### src/rtl/fsm_control_pkg.sv
`default_nettype none
// ============================================================================
// Module      : fsm_control_pkg
// Description : State encoding and threshold-pair indices for fsm_control_param.
// Revision    : 1.0  initial release
// ============================================================================
package fsm_control_pkg;

    localparam logic [4:0] ST_RESET  = 5'b00001;
    localparam logic [4:0] ST_INIT   = 5'b00010;
    localparam logic [4:0] ST_IDLE   = 5'b00100;
    localparam logic [4:0] ST_ACTIVE = 5'b01000;
    localparam logic [4:0] ST_ERROR  = 5'b10000;

    typedef enum logic [4:0] {
        S_RESET  = ST_RESET,
        S_INIT   = ST_INIT,
        S_IDLE   = ST_IDLE,
        S_ACTIVE = ST_ACTIVE,
        S_ERROR  = ST_ERROR
    } state_e;

    localparam int UMB_MF = 0;
    localparam int UMB_VC = 1;
    localparam int UMB_D  = 2;

endpackage : fsm_control_pkg
`default_nettype wire

### src/rtl/umbral_latch.sv
`default_nettype none
// ============================================================================
// Module      : umbral_latch
// Description : One threshold pair; loads alto/bajo only when alto >= bajo.
// Revision    : 1.0  initial release
// ============================================================================
module umbral_latch #(
    parameter int UMB_W = 5
) (
    input  logic             clk,
    input  logic             reset,
    input  logic             load_en,
    input  logic [UMB_W-1:0] alto_in,
    input  logic [UMB_W-1:0] bajo_in,
    output logic [UMB_W-1:0] alto_out,
    output logic [UMB_W-1:0] bajo_out,
    output logic             cfg_err_out
);

    logic [UMB_W-1:0] alto_q, alto_d;
    logic [UMB_W-1:0] bajo_q, bajo_d;
    logic             cfg_err_q, cfg_err_d;

    // A rejected pair keeps the last good values so the FIFOs never see an
    // inverted window.
    always_comb begin
        alto_d    = alto_q;
        bajo_d    = bajo_q;
        cfg_err_d = cfg_err_q;
        if (load_en) begin
            if (alto_in >= bajo_in) begin
                alto_d    = alto_in;
                bajo_d    = bajo_in;
                cfg_err_d = 1'b0;
            end else begin
                cfg_err_d = 1'b1;
            end
        end
    end

    always_ff @(posedge clk) begin
        if (!reset) begin
            alto_q    <= '0;
            bajo_q    <= '0;
            cfg_err_q <= 1'b0;
        end else begin
            alto_q    <= alto_d;
            bajo_q    <= bajo_d;
            cfg_err_q <= cfg_err_d;
        end
    end

    assign alto_out    = alto_q;
    assign bajo_out    = bajo_q;
    assign cfg_err_out = cfg_err_q;

endmodule : umbral_latch
`default_nettype wire

### src/rtl/fsm_control_param.sv
`default_nettype none
// ============================================================================
// Module      : fsm_control_param
// Description : Parametrised FIFO-fabric controller: threshold load, status.
// Revision    : 1.0  initial release
// ============================================================================
module fsm_control_param
    import fsm_control_pkg::*;
#(
    parameter int N_FIFOS = 5,
    parameter int UMB_W   = 5,
    parameter int N_UMB   = 3
) (
    input  logic                     clk,
    input  logic                     reset,
    input  logic                     init,
    input  logic                     error_clear,
    input  logic [N_UMB*UMB_W-1:0]   umbral_alto,
    input  logic [N_UMB*UMB_W-1:0]   umbral_bajo,
    input  logic [N_FIFOS-1:0]       fifo_empties,
    input  logic [N_FIFOS-1:0]       fifo_errors,
    output logic [N_UMB*UMB_W-1:0]   umbral_alto_interno,
    output logic [N_UMB*UMB_W-1:0]   umbral_bajo_interno,
    output logic [N_UMB-1:0]         cfg_err_out,
    output logic                     error_out,
    output logic [N_FIFOS-1:0]       errors_out,
    output logic                     active_out,
    output logic                     idle_out
);

    state_e               state_q, state_d;
    logic [N_FIFOS-1:0]   errors_q, errors_d;
    logic                 any_err;
    logic                 all_empty;
    logic                 load_en;

    assign any_err   = |fifo_errors;
    assign all_empty = &fifo_empties;
    assign load_en   = (state_q == S_INIT);

    always_comb begin
        state_d = state_q;
        case (state_q)
            S_RESET:  state_d = S_INIT;
            S_INIT: begin
                if (any_err)    state_d = S_ERROR;
                else if (!init) state_d = S_IDLE;
            end
            S_IDLE: begin
                if (any_err)         state_d = S_ERROR;
                else if (init)       state_d = S_INIT;
                else if (!all_empty) state_d = S_ACTIVE;
            end
            S_ACTIVE: begin
                if (any_err)        state_d = S_ERROR;
                else if (init)      state_d = S_INIT;
                else if (all_empty) state_d = S_IDLE;
            end
            S_ERROR: begin
                if (error_clear && !any_err) state_d = S_INIT;
            end
            default:  state_d = S_RESET;
        endcase

        // Sticky error record accumulates only while staying in ERROR.
        errors_d = '0;
        if (state_d == S_ERROR) begin
            errors_d = ((state_q == S_ERROR) ? errors_q : '0) | fifo_errors;
        end
    end

    always_ff @(posedge clk) begin
        if (!reset) begin
            state_q  <= S_RESET;
            errors_q <= '0;
        end else begin
            state_q  <= state_d;
            errors_q <= errors_d;
        end
    end

    for (genvar i = 0; i < N_UMB; i++) begin : g_umb
        umbral_latch #(
            .UMB_W (UMB_W)
        ) u_latch (
            .clk         (clk),
            .reset       (reset),
            .load_en     (load_en),
            .alto_in     (umbral_alto[i*UMB_W +: UMB_W]),
            .bajo_in     (umbral_bajo[i*UMB_W +: UMB_W]),
            .alto_out    (umbral_alto_interno[i*UMB_W +: UMB_W]),
            .bajo_out    (umbral_bajo_interno[i*UMB_W +: UMB_W]),
            .cfg_err_out (cfg_err_out[i])
        );
    end

    assign error_out  = (state_q == S_ERROR);
    assign active_out = (state_q == S_ACTIVE);
    assign idle_out   = (state_q == S_IDLE);
    assign errors_out = errors_q;

endmodule : fsm_control_param
`default_nettype wire
### config.mk
export PLATFORM = sky130hd
export DESIGN_NAME = fsm_control_param
export DESIGN_NICKNAME = d
export VERILOG_FILES = /design/src/rtl/fsm_control_pkg.sv /design/src/rtl/umbral_latch.sv /design/src/rtl/fsm_control_param.sv
export SDC_FILE = /design/constraint.sdc
export NUM_CORES = 1
export LEC_CHECK = 0
export CAP_MARGIN = 20
export CORE_ASPECT_RATIO = 1.2
export CORE_UTILIZATION = 46
export CTS_BUF_LIST = sky130_fd_sc_hd__clkbuf_2
export DETAILED_ROUTE_END_ITERATION = 10
export GPL_TIMING_DRIVEN = 1
export PLACE_DENSITY = 0.83
export SYNTH_ARGS = -nofsm -noshare
export SYNTH_HDL_FRONTEND = slang
export SYNTH_HIERARCHICAL = 1
export SYNTH_SLANG_ARGS = --single-unit
### constraint.sdc
create_clock -name clk -period 2.06 [get_ports clk]
set_clock_uncertainty 0.05 [all_clocks]
set_input_delay 0.618 -clock clk [delete_from_list [all_inputs] [get_ports clk]]
set_output_delay 0.618 -clock clk [all_outputs]
set_load 0.1 [all_outputs]
== Word-level counts from Yosys, hierarchy flattened ==
Cells that the tools add are included.

* Reduce and logical (&&, ||, !) cells: 8
* Multipliers: 0
* Add/sub/neg operators: 0
* Divide/modulo/power cells: 0
* Order comparisons: 3
* Bitwise logic cells: 1
* Shifts and indexed selects: 0
* Muxes and demuxes: 14
* Eq/ne operators: 6

{| class="wikitable"
|+ Operator list
! cell !! count
|-
| 2-to-1 mux 5 bit || 10
|-
| one-hot mux 5 bit (5 select lines) || 1
|-
| >= comparator 5 bit || 3
|-
| == test 5 bit, second input constant || 2
|-
| AND reduction 2 bit || 4
|-
| == test 5 x 1 -> 1 bit, second input constant || 1
|-
| == test 5 x 2 -> 1 bit, second input constant || 1
|-
| == test 5 x 3 -> 1 bit, second input constant || 1
|-
| == test 5 x 4 -> 1 bit, second input constant || 1
|-
| OR 5 bit || 1
|-
| AND reduction 5 bit || 1
|-
| OR reduction 5 bit || 1
|-
| 2-to-1 mux 1 bit || 3
|-
| logical AND 1 bit || 1
|-
| logical NOT 1 bit || 1
|}

* Register bits after elaboration: 43
* Bits in latches: 0
* Bits in read-only memories: 0
* Logic and storage cells: 43
* Bits in writable memories: 0
* Output and inout bits: 41
* Input bits: 44
* Memories kept: 0

== Longest topological paths before layout ==
Gate-level depths: netlist of the first run.

* Depth after elaboration: 7
* Gate-level depth with buffers: 8
* Gate-level depth less buffers: 6

== Hierarchy ==
The synthesis of the first run kept the hierarchy.

{| class="wikitable"
|+ Modules (own cells, without submodules)
! module !! area an instance (µm²) !! sequential area each (µm²) !! cells each !! instances
|-
| umbral_latch at g_umb[0].u_latch ... || 560.5 || 220.2 || 63 || 2
|-
| fsm_control_param || 600.6 || 200.2 || 76 || 1
|-
| umbral_latch at g_umb[2].u_latch || 568.0 || 220.2 || 62 || 1
|}

== Worst setup path after synthesis of the first run ==
No wires, ideal clock.

* Path kind: register -> output
* Start point: register state_q[4]
* End point: output port idle_out
* Slack: 89 ps
* Arrival: 1303 ps
* Required time: 1392 ps
* Path buffers: 1
* Cell stages (with the launch flop): 5
* Cells stage by stage: dfxtp_1 > buf_2 > nor3_1 > nand2_1 > inv_1

* Cells in the longest elaborated chain, start to end: 1

{| class="wikitable"
|+ RTL lines
! item !! line !! text
|-
| start, declared || fsm_control_param.sv:31 || <nowiki>state_e state_q, state_d;</nowiki>
|-
| start signal, assigned || fsm_control_param.sv:77 || <nowiki>state_q <= state_d;</nowiki>
|-
| == test 5 x 3 -> 1 bit || fsm_control_param.sv:99 || <nowiki>assign idle_out = (state_q == S_IDLE);</nowiki>
|-
| end, declared || fsm_control_param.sv:28 || <nowiki>output logic idle_out</nowiki>
|}

Every way passes these cells.

== Worst setup path after layout of the first run ==
* Start point: register state_q[1]
* End point: output port idle_out

The elaborated chain is that of the path after synthesis.

==> summary.md, run 1 <==
| Metric | Value |
|---|---|
| Outcome | finished with violations |
| Failing checks | negative setup slack |
| Worst Path Max Fanout | 6 |
| Fin Setup TNS | -0.0148 ns |
| Routed wl met3 | 236 um |
| Site Rows | 27 |
| CTS root buf | clkbuf_2 |
| Worst-skew pair later-pin latency | 0.39 ns |
| Comb power frac | 42.2% |
| Starting DRT DRC Count | 125 |
| P_int | 0.00139 W |
| RePlAce Congestion | 0.925 |
| Synth cell types | 41 |
| Final-report hold violation count | 0 |
| Post-CTS Hold Buffers | 0 |
| Chip Width | 66.4 um |
| Fin worst setup slack | -0.0148 ns |
| Sequential-to-total area share from yosys stat | 37.6% |
| Placed Area | 3650 um2 |
| Syn. warnings | 6 |
| Net Switching | 0.000946 W |
| Gr ovfl total | 0 |
| Syn nets | 323 |
| Via count | 2179 |
| EDFF count, synth | 0 |
| CP Launch Type | register |
| Clock buffer depth | 2 |
| Largest net degree at the start of global routing | 37 |
| Max VDD drop | 0.000506 V |
| Switch share | 40.6% |
| Slew @ Worst Pin | 0.451 ns |
| Antenna violations before repair | 0 |
| Die Y | 79.3 um |
| Drt pass-1 iters | 4 |
| MaxCap Viol Count | 0 |
| Type of the worst min-delay path | reg -> reg |
| P per Cell Area | 613 nW/um2 |
| Core Footprint | 4700 um2 |
| Minimum clock period | 2.07 ns |
| Nets | 424 |
| Ports | 85 |
| Routed WL | 5.94 mm |
| Register bit total from synthesis | 43 |
| Clock share of power | 14.8% |
| Synth Instances | 264 |
| Seq pwr share | 43.0% |
| Placed wire-length estimate | 4.35 mm |
| Post-route cell area | 3800 um2 |
| Final setup viols | 1 |
| Clock sink total | 43 |
| RSZ-0062 raised after global routing | true |
| DRT met1 WL | 2.29 mm |
| WP data arrival | 1.41 ns |
| Fin. max-slew vios | 0 |
| Area grow syn2layout | 66.2% |
| Via-to-Cell Ratio | 5.16 |
| Residual DRC count | 0 |
| Wire per inst | 14.1 um |
| Critical Path End Type | output port |
| Met2 WL post-DR | 3.21 mm |
| All-Layer GR Usage | 22.8% |
| PortBufs | 84 |
| DIE AREA | 5260 um2 |
| TritonCTS Buffers | 5 |
| Layout cell share with drive strength beyond 1 | 28.6% |
| Data required, critical path | 1.39 ns |
| Antenna diodes | 0 |
| Routed Antenna Nets | 0 |
| CTS clk-pin slew, worst paths | 0.21 ns |
| CP Class | reg -> out |
| Synth Flop Type | dfxtp_1 |
| Initial Utilization | 48.8% |
| H-tree depth | 2 |
| Slew HR | 69.6% |
| Fmax | 482 MHz |
| Static Leakage | 1.64 nW |
| Cell Area, Synth | 2290 um2 |
| CTS tree | done |
| First-pass GRT wire length | 9.18 mm |
| Top sig layer | met4 |
| Syn avg cell area | 8.67 um2 |
| Final hold slack | 0.463 ns |
| Vias in the first global route | 2160 |
| Ys async rst share | 0% |
| Post-route clock period utilization | 101% |
## per-stage QoR
stage	setup slack (ns)	util, %	total power, W	std cells
floorplan	0.0891	-	0.00156	264
global placement	-0.260	77.7	0.00190	408
detailed placement	-0.357	77.7	0.00192	408
CTS	-0.00674	79.4	0.00227	417
global route	-0.102	81.0	0.00244	422
finish	-0.0148	81.0	0.00233	422
## power by group through the flow
stage | clock (W) | combinational (W) | sequential (W)
global route | 0.000395 | 0.00103 | 0.00101
CTS | 0.000352 | 0.000941 | 0.000981
finish | 0.000345 | 0.000983 | 0.00100
global placement | 0 | 0.000915 | 0.000987
detailed placement | 0 | 0.000929 | 0.000991
floorplan | 0 | 0.000310 | 0.00125
## state kept, by name (all words and copies together) (netlist names)
register / count
state_q: 5
g_umb.u_latch/alto_out: 15
errors_out: 5
g_umb.u_latch/bajo_out: 15
g_umb.u_latch/cfg_err_out: 3
## cells in the final DEF (no fill, tap or decap), types with 2 or more instances in the layout
cell,instances
nand2_1,64
clkdlybuf4s50_1,42
buf_12,41
dfxtp_1,38
mux2i_1,30
buf_4,23
inv_1,20
ha_1,15
a21oi_1,10
nor2_1,9
o21ai_0,5
clkbuf_2,5
nor3_1,3
o21a_1,3
o211ai_1,3
o21ai_2,3
dfxtp_4,3
nor2_2,2
nor2_4,2
inv_2,2
nor2b_4,2
nand3_1,2
xor2_1,2
nor4b_1,2
a21boi_2,2
a211oi_2,2
a31oi_2,2
buf_6,2
dfxtp_2,2
## Yosys cell counts, drive strengths merged (2+ instances only)
cell	n	area, um2
and3	2	12.5
a31oi	3	31.3
nor3	5	30.0
a21oi	11	58.8
inv	22	82.6
o22ai	2	18.8
mux2i	30	300
a211oi	2	25.0
nand3	3	15.0
nor4b	2	17.5
o21a	3	22.5
o21ai	8	51.3
clkbuf	6	22.5
o211ai	3	22.5
nor2b	3	26.3
ha	15	188
nor2	13	56.3
nand2	65	244
dfxtp	43	861
xor2	2	17.5
buf	9	66.3
a21boi	2	22.5
## cells by family after synthesis
| group | synth area share [%] |
|---|---|
| compound gates | 13.3 |
| xor+xnor | 0.765 |
| fa+ha+maj | 8.20 |
| buf+inv | 7.49 |
| flops | 37.6 |
| mux | 13.1 |
| simple gates | 19.5 |
## worst max-delay path, stage by stage, from the launching register on
cell and delay (ns):
dfxtp_4 0.43, nor3_4 0.24, nand2_2 0.09, inv_2 0.08, buf_12 0.17
## timing repair
action                     in CTS  in global routing
gates resized for setup        12                 11
hold endpoints to repair        0                  0
setup buffers                   3                  5
setup endpoints to repair       3                  3
pin swaps                       1                  2
## metal layers
metal / GRT usage (%) / vias to the layer above
met3: 5.17 / 16
met5: 0 / -
met1: 24.0 / 1019
li1: - / 1087
met2: 41.8 / 57
met4: 10.4 / 0
## final cells by class
class | count | area (um2)
Multi-Input combinational cell | 184 | 1300
Timing Repair Buffer | 109 | 1440
Inverter | 22 | 82.6
Fill cell | 275 | 891
Sequential cell | 43 | 875
Clock inverter | 1 | 7.51
Clock buffer | 5 | 25.0
Tap cell | 58 | 72.6
## worst paths after layout
check,from,to,slack (ns),cells past startpoint
hold reg to reg,g_umb[0].u_latch/bajo_out[2],g_umb[0].u_latch/bajo_out[2],0.46,2
hold / removal,g_umb[0].u_latch/bajo_out[2],g_umb[0].u_latch/bajo_out[2],0.46,2
setup / recovery,state_q[1],idle_out,-0.01,4
setup reg to reg,state_q[4],g_umb[1].u_latch/bajo_out[3],0.16,7
(Power assumes the default switching activity.)
==> run 2: changes to the inputs <==
--- a/config.mk
+++ b/config.mk
@@ -12,6 +12,7 @@
 export DETAILED_ROUTE_END_ITERATION = 10
 export GPL_TIMING_DRIVEN = 1
 export PLACE_DENSITY = 0.83
+export SKIP_LAST_GASP = 1
 export SYNTH_ARGS = -nofsm -noshare
 export SYNTH_HDL_FRONTEND = slang
 export SYNTH_HIERARCHICAL = 1
==> results of run 2 <==
Final layout, timing and power as in run 1 (identical DEF).
